===== src/rtl/seg8_display_arbiter.sv =====
// rtl/seg8_display_arbiter.sv - round-robin arbiter sharing one seg8 driver between A, B and refresh (option: SEG8_BLANK_LEADING_ZERO_EN)
module seg8_display_arbiter #(
  parameter int unsigned TRIG_CYCLES    = 5,
  parameter int unsigned TIMEOUT_CYCLES = 4096,
  parameter int unsigned REFRESH_CYCLES = 1000000,
  parameter logic [3:0]  BLANK_CODE     = 4'hF
) (
  input  logic        clk,
  input  logic        rst_n,
  input  logic        req_a,
  input  logic [11:0] val_a,
  input  logic        req_b,
  input  logic [11:0] val_b,
  output logic        ack_a,
  output logic        ack_b,
  output logic        err,
  output logic        busy,
  output logic        trigger,
  output logic [3:0]  num0,
  output logic [3:0]  num1,
  output logic [3:0]  num2,
  input  logic        load
);

  localparam logic [1:0] ST_IDLE = 2'd0;
  localparam logic [1:0] ST_TRIG = 2'd1;
  localparam logic [1:0] ST_WAIT = 2'd2;
  localparam logic [1:0] ST_DONE = 2'd3;

  localparam logic [1:0] SRC_A   = 2'd0;
  localparam logic [1:0] SRC_B   = 2'd1;
  localparam logic [1:0] SRC_REF = 2'd2;

`ifdef SEG8_BLANK_LEADING_ZERO_EN
  localparam bit BLANK_EN = 1'b1;
`else
  localparam bit BLANK_EN = 1'b0;
`endif

  localparam bit          REF_EN    = (REFRESH_CYCLES != 0);
  localparam logic [31:0] TRIG_LAST = 32'(TRIG_CYCLES - 1);
  localparam logic [31:0] TMO_LAST  = 32'(TIMEOUT_CYCLES - 1);
  localparam logic [31:0] REF_LAST  = REF_EN ? 32'(REFRESH_CYCLES - 1) : 32'd0;

  logic [1:0]  state_q, state_d;
  logic [31:0] trig_cnt_q, trig_cnt_d;
  logic [31:0] tmo_cnt_q, tmo_cnt_d;
  logic [31:0] ref_cnt_q, ref_cnt_d;
  logic [11:0] digits_q, digits_d;
  logic [11:0] last_q, last_d;
  logic [1:0]  src_q, src_d;
  logic        ptr_q, ptr_d;       // 1: B was granted last, so A wins the next tie
  logic        done_q, done_d;
  logic        load_q;
  logic        trigger_q, trigger_d;
  logic        ack_a_q, ack_a_d;
  logic        ack_b_q, ack_b_d;
  logic        err_q, err_d;
  logic        busy_q, busy_d;
  logic        load_edge;
  logic        grant_b;
  logic        start;

  // Leading-zero blanking; the units digit always shows
  function automatic logic [11:0] blank_lz(input logic [11:0] v);
    logic [11:0] r;
    r = v;
    if (BLANK_EN && (v[11:8] == 4'd0)) begin
      r[11:8] = BLANK_CODE;
      if (v[7:4] == 4'd0) r[7:4] = BLANK_CODE;
    end
    return r;
  endfunction

  assign load_edge = load & ~load_q;

  // Next-state logic for arbitration, transfer sequencing and timeout
  always_comb begin
    state_d    = state_q;
    trig_cnt_d = trig_cnt_q;
    tmo_cnt_d  = tmo_cnt_q;
    ref_cnt_d  = ref_cnt_q;
    digits_d   = digits_q;
    last_d     = last_q;
    src_d      = src_q;
    ptr_d      = ptr_q;
    done_d     = done_q;
    ack_a_d    = 1'b0;
    ack_b_d    = 1'b0;
    err_d      = 1'b0;
    grant_b    = req_b && (!req_a || !ptr_q);
    start      = 1'b0;
    case (state_q)
      ST_IDLE: begin
        ref_cnt_d = REF_EN ? ref_cnt_q + 32'd1 : 32'd0;
        if (req_a || req_b) begin
          src_d    = grant_b ? SRC_B : SRC_A;
          digits_d = blank_lz(grant_b ? val_b : val_a);
          last_d   = blank_lz(grant_b ? val_b : val_a);
          start    = 1'b1;
        end else if (REF_EN && (ref_cnt_q == REF_LAST)) begin
          src_d    = SRC_REF;
          digits_d = last_q;
          start    = 1'b1;
        end
        if (start) begin
          state_d    = ST_TRIG;
          trig_cnt_d = 32'd0;
          tmo_cnt_d  = 32'd0;
          ref_cnt_d  = 32'd0;
          done_d     = 1'b0;
        end
      end
      ST_TRIG: begin
        tmo_cnt_d = tmo_cnt_q + 32'd1;
        if (load_edge) done_d = 1'b1;
        if (trig_cnt_q == TRIG_LAST) begin
          state_d = ST_WAIT;
        end else begin
          trig_cnt_d = trig_cnt_q + 32'd1;
        end
      end
      ST_WAIT: begin
        tmo_cnt_d = tmo_cnt_q + 32'd1;
        if (done_q || load_edge) begin
          state_d = ST_DONE;
          ack_a_d = (src_q == SRC_A);
          ack_b_d = (src_q == SRC_B);
        end else if (tmo_cnt_q == TMO_LAST) begin
          state_d = ST_IDLE;
          err_d   = 1'b1;
          if (src_q != SRC_REF) ptr_d = (src_q == SRC_B);
        end
      end
      default: begin
        state_d = ST_IDLE;
        if (src_q != SRC_REF) ptr_d = (src_q == SRC_B);
      end
    endcase
    trigger_d = (state_d == ST_TRIG);
    busy_d    = (state_d != ST_IDLE);
  end

  // State and registered outputs; reset abandons any transfer silently
  always_ff @(posedge clk or negedge rst_n) begin
    if (!rst_n) begin
      state_q    <= ST_IDLE;
      trig_cnt_q <= 32'd0;
      tmo_cnt_q  <= 32'd0;
      ref_cnt_q  <= 32'd0;
      digits_q   <= 12'd0;
      last_q     <= 12'd0;
      src_q      <= SRC_A;
      ptr_q      <= 1'b1;
      done_q     <= 1'b0;
      load_q     <= 1'b0;
      trigger_q  <= 1'b0;
      ack_a_q    <= 1'b0;
      ack_b_q    <= 1'b0;
      err_q      <= 1'b0;
      busy_q     <= 1'b0;
    end else begin
      state_q    <= state_d;
      trig_cnt_q <= trig_cnt_d;
      tmo_cnt_q  <= tmo_cnt_d;
      ref_cnt_q  <= ref_cnt_d;
      digits_q   <= digits_d;
      last_q     <= last_d;
      src_q      <= src_d;
      ptr_q      <= ptr_d;
      done_q     <= done_d;
      load_q     <= load;
      trigger_q  <= trigger_d;
      ack_a_q    <= ack_a_d;
      ack_b_q    <= ack_b_d;
      err_q      <= err_d;
      busy_q     <= busy_d;
    end
  end

  assign trigger = trigger_q;
  assign ack_a   = ack_a_q;
  assign ack_b   = ack_b_q;
  assign err     = err_q;
  assign busy    = busy_q;
  assign num2    = digits_q[11:8];
  assign num1    = digits_q[7:4];
  assign num0    = digits_q[3:0];

endmodule


===== config.mk =====
export PLATFORM = sky130hd
export DESIGN_NAME = seg8_display_arbiter
export DESIGN_NICKNAME = d
export VERILOG_FILES = /design/src/rtl/seg8_display_arbiter.sv
export SDC_FILE = /design/constraint.sdc
export NUM_CORES = 1
export LEC_CHECK = 0
export ABC_AREA = 1
export ABC_CLOCK_PERIOD_IN_PS = 5200
export CORE_MARGIN = 5
export CORE_UTILIZATION = 33
export DETAILED_ROUTE_END_ITERATION = 6
export GPL_TIMING_DRIVEN = 0
export HOLD_SLACK_MARGIN = 0.02
export PLACE_DENSITY = 0.55
export SLEW_MARGIN = 20
export SYNTH_ARGS = -nofsm -noshare
export SYNTH_HDL_FRONTEND = slang
export SYNTH_SLANG_ARGS = --single-unit
export TNS_END_PERCENT = 10

===== constraint.sdc =====
create_clock -name clk -period 5.2 [get_ports clk]
set_clock_uncertainty 0.2 [all_clocks]
set_input_delay 0.52 -clock clk [delete_from_list [all_inputs] [get_ports clk]]
set_output_delay 0.52 -clock clk [all_outputs]
set_load 0.005 [all_outputs]

Word level (Yosys, flattened, before mapping)

Index checks and enable logic that the tools add are counted.

Equality and inequality tests: 13
Reduce and logical (&&, ||, !) cells: 20
$add $sub $neg: 3
Bitwise logic cells: 3
Muxes and demuxes: 33

Operator list:

| operator                                               | number |
|---|---|
| one-hot mux 32 bit (2 select lines)                    | 2 |
| adder 32 x 1 -> 32 bit (second input constant)         | 3 |
| 2-to-1 mux 32 bit                                      | 3 |
| 2-to-1 mux 12 bit                                      | 3 |
| equality test 32 x 12 -> 1 bit (second input constant) | 1 |
| equality test 32 x 20 -> 1 bit (second input constant) | 1 |
| equality test 32 x 3 -> 1 bit (second input constant)  | 1 |
| 2-to-1 mux 1 bit                                       | 16 |
| 2-to-1 mux 2 bit                                       | 6 |
| != test 2 bit (second input constant)                  | 5 |
| AND reduction 3 bit                                    | 3 |
| nonzero test 2 bit                                     | 4 |
| equality test 2 x 1 -> 1 bit (second input constant)   | 3 |
| one-hot mux 2 bit (3 select lines)                     | 1 |
| AND reduction 2 bit                                    | 3 |
| logical NOT 2 bit                                      | 2 |
| one-hot mux 1 bit (2 select lines)                     | 2 |
| OR reduction 2 bit                                     | 2 |
| logical OR 1 bit                                       | 3 |
| equality test 2 bit (second input constant)            | 1 |
| logical NOT 1 bit                                      | 2 |
| != test 2 x 1 -> 1 bit (second input constant)         | 1 |
| NOT 1 bit                                              | 2 |
| bitwise AND 1 bit                                      | 1 |
| logical AND 1 bit                                      | 1 |

Output and inout bits: 17
Input port bits: 29
Logic and storage cells: 87
Register bits: 132

Logic depth before layout (Yosys ltp)

Word-level depth: 7
Gate-level depth with buffers: 13
Depth with buffers taken out: 12

Worst setup path before layout

No wires, ideal clock.

Path kind: register to register
From: register state_q[0]
To: register ref_cnt_q[28]
Clock period less this slack: 2.086 ns
Slack: 3.114 ns
Setup time: 0.121 ns
Stages on the path, launching flop included: 12
Arrival: 1.764 ns
Path through: dfrtp_1 > inv_1 > ha_1 > inv_4 > nor2_4 > nand2_2 > nor2_4 > nand2_4 > nor3_4 > nand2_2 > o21ai_0 > nor2_1

Word-level cells in the longest chain between the ends: 1

Ends and longest elaborated chain:

| element                  | RTL line | text |
|---|---|---|
| start: declaration       | 45       | `logic [1:0] state_q, state_d;` |
| start signal: assignment | 163      | `state_q <= state_d;` |
| logical NOT 2 bit        | 93       | `case (state_q)` |
| end signal: assignment   | 166      | `ref_cnt_q <= ref_cnt_d;` |
| end: declaration         | 48       | `logic [31:0] ref_cnt_q, ref_cnt_d;` |

Every way passes these cells.
A chain may end at the register's enable or synchronous reset.

Worst setup path in the final report

From: register state_q[1]
To: register trig_cnt_q[24]

Word-level cells in the longest chain between the ends: 3

Ends and longest elaborated chain:

| element                                                                  | RTL line | text |
|---|---|---|
| equality test 2 x 1 -> 1 bit / logical NOT 2 bit (equally long branches) | 93       |  |
| != test 2 bit (no source line), or another cell as far along             | n/a      |  |
| AND reduction 3 bit (no source line)                                     | n/a      |  |
| end signal: assignment                                                   | 164      | `trig_cnt_q <= trig_cnt_d;` |
| end: declaration                                                         | 46       | `logic [31:0] trig_cnt_q, trig_cnt_d;` |

Several ways; a longest one is shown, not always the timed one.

==> impl_metrics.ini <==
[floorplanning]
die_y_um = 166
fp-row-count = 57
die-area_um2 = 27500
start_util_pct = 33.2
core-area_um2 = 24100
ioPinCount = 46
die_x_um = 166

[pwr]
p_leak_nw = 4.29
ir_drop_v = 0.000204
total_power_mw = 3.69
power_density_nw_per_um2 = 387

[placed_design]
hpwl_um = 16000
place_congestion = 0.935
numPortBuffers = 45
dp_slack_ns = 2.36

[worst_setup_path]
slowest_stage = nor2_2
cp_max_fo = 10
cpPeakStageDelay_ns = 0.51
cp-startpoint = state_q[1]
r2r-start = state_q[1]
critical_path_class = register to register
cp_data_required_time_ns = 5.36
startpoint_type = register
worstSetupEndpointType = register
crit_chain = inv_1 -> ha_1 -> clkinv_1 -> nor2_2 -> clkbuf_1 -> nand4_1 -> nand2_1
arrival_ns = 2.78

[clock_tree]
post_cts_buffers = 0
cts_root_buffer = clkbuf_16
clk_pin_slew_ns = 0.07
clock-sinks = 132
cts_buffer_depth = 2
clk_latency_ns = 0.43
cts_buffers = 17
cts_tree = yes
cts.htree.levels = 4

[logic_synthesis]
syn-mean-instance-area_um2 = 7.09
synth-seq-cells = 132
synth_top_family_by_area = simple AND/OR/NAND/NOR gates
yosysTopAreaCellShare_pct = 40.9
netlist_area_um2 = 8010
synth.area.mux_share_pct = 1.50
synth.largest_area_cell = dfrtp_1
ys_seq_area_share_pct = 41.3
synth_compound_area_share_pct = 7.50
synth-simple-area-share_pct = 36.3
post_synth_xor_area_fraction_pct = 4.59
synthAdderAreaFrac_pct = 1.25
synth_cell_types = 43
syn_inst = 1129
synth_nets = 1166
synth_area_leaders = dfrtp_1 (41%), nand2_1 (16%), nor2_1 (6.8%), nand3_1 (5.6%), inv_1 (5.5%)
yosysWarnings = 0

[grt]
antenna_found_initial = 0
grt_usage_pct = 16.1
grt_pass1_wl_um = 36800
grt_pass1_vias = 7282
grt.overflow.total = 0
grt_max_degree = 69

[detailed_routing]
final_antenna_net_count = 0
wl_met1_um = 10500
dr.first_iter.drc_count = 447
route.met3.wl_um = 810
via_count = 7316
wire_per_inst_um = 14.1
routed.top_layer = met4
wirelength_um = 21500
wl_met2_um = 9930
drc = 0
dr.pass1.iters = 5
vias_per_cell = 4.78

[run_status]
status = finished clean

[timing]
slew_headroom_pct = 56.1
period_share_pct = 50.3
layout_min_cycle_time_ns = 2.62
worst_pin_slew_ns = 0.654
slew_violations = 0
max_clock_freq_mhz = 382
setup_viol = 0
final-hold-violation-count = 0
setup_ws_ns = 2.58
rsz0062_at_grt = false

[hold_path]
min_path_type = register to register
min_from = last_q[2]

[flow_run]
cap_viol_max_count = 0

[finish]
fin_nets = 1232
syn_to_final_growth_pct = 18.9
drive_gt1_share_pct = 6.13
antenna_cells = 0
[synth_stat cells (all sizes together)]
library cell	number
nand2	347
nor2	151
dfrtp	131
inv	120
nand3	91
o21ai	74
nor3	48
xor2	40
nand4	25
a21oi	20
buf	13
clkbuf	12
mux2i	12
o22ai	12
ha	8
nor3b	5
nor4	4
or2	3
clkinv	2
nand3b	2
xnor2	2
a211oi	1
a21boi	1
a31oi	1
and2	1
dfstp	1
o21a	1
o21bai	1
[stage by stage]
stage / setup TNS, ns / std cells / utilization (%) / hold slack (ns) / instance area (um^2)
after floorplan: 0 / 1129 / - / 0.0244 / 8010
after global placement: -298.14 / 1498 / 36.8 / 0.263 / 8860
after detailed placement: 0 / 1499 / 36.9 / 0.268 / 8900
after CTS: 0 / 1532 / 39.5 / 0.285 / 9520
after global routing: 0 / 1532 / 39.5 / 0.306 / 9520
final: 0 / 1532 / 39.5 / 0.283 / 9520
[flip-flops by register name (all words and copies together), names as in the netlist]
signal / cells
ack_a: 1
load_q: 1
state_q: 2
busy: 1
trigger: 1
digits_q: 12
ack_b: 1
last_q: 12
ptr_q: 1
tmo_cnt_q: 32
trig_cnt_q: 32
done_q: 1
ref_cnt_q: 32
src_q: 2
err: 1
[cells in the final DEF (no fill, tap or decap), types with 2 or more instances in the layout]
master / netlist / layout
nor2_1: 144 / 144
o22ai_1: 12 / 12
nor3b_1: 4 / 4
o21ai_1: 5 / 5
or2_2: 3 / 3
buf_4: 2 / 2
nor2_2: 5 / 5
a21oi_1: 20 / 20
xor2_1: 40 / 40
clkbuf_1: 12 / 12
inv_1: 117 / 117
o21ai_0: 67 / 67
nor2_4: 2 / 2
buf_6: 5 / 5
inv_8: 0 / 5
clkinvlp_4: 0 / 2
nor3_1: 46 / 46
nand2_4: 3 / 3
mux2i_1: 12 / 12
nand3_1: 90 / 90
nand2_2: 3 / 3
ha_1: 8 / 8
nand4_1: 25 / 25
clkbuf_16: 0 / 17
nand2_1: 341 / 341
clkdlybuf4s50_1: 0 / 44
clkinv_1: 2 / 2
clkinv_8: 0 / 6
dfrtp_1: 131 / 131
buf_2: 6 / 6
nand3b_1: 2 / 2
inv_6: 0 / 2
xnor2_1: 2 / 2
nor4_1: 4 / 4
inv_2: 2 / 2
[path summary, 6_finish.rpt]
check	to	slack [ns]	cells past startpoint
worst max-delay path	trig_cnt_q[24]	2.58	7
worst min-delay path	last_q[2]	0.28	2
worst max register to register	trig_cnt_q[24]	2.58	7
worst min register to register	last_q[2]	0.28	2
max in group asynchronous	ptr_q	3.64	3
min in group asynchronous	ref_cnt_q[9]	0.42	2
[where the power goes]
part / switching [mW] / internal (mW)
registers: 0.110 / 1.19
clock network: 0.569 / 0.652
logic: 0.754 / 0.410
total: 1.43 / 2.25
[repair_timing]
action | CTS | global route
gates resized for setup | 0 | 0
hold endpoints to repair | 64 | 0
hold buffers | 1 | 0
[kinds of logic (layout without fill, tap and decap cells)]
family / after synthesis / count (layout)
and+or+nand+nor: 677 / 677
buffers and inverters: 147 / 226
DFF: 132 / 132
AOI/OAI and AO/OA: 111 / 111
xor gates and xnor gates: 42 / 42
muxes: 12 / 12
adders and majority gates: 8 / 8
[final cells by class]
class,instances,area (um^2)
plain buffers,25,146
clock buffers,17,425
clock inverters,15,186
fillers,2591,14600
inverters,122,460
multi-input cells,850,4100
flip-flops and latches,132,3300
well taps,324,405
repair buffers,47,493
[critical path: cells and delay by family (launching register included)]
kind	cells	cell delay (ns)
buffers and inverters	3	0.92
AND/OR/NAND/NOR	3	0.76
flip-flops	1	0.42
adder cells (fa/ha/maj)	1	0.25
[metal layers]
layer / vias to the layer above / global-route usage [%]
li1: 3765 / -
met5: - / 0
met4: 0 / 3.62
met3: 18 / 3.02
met1: 3406 / 22.5
met2: 127 / 26.0
(Power assumes the default switching activity.)
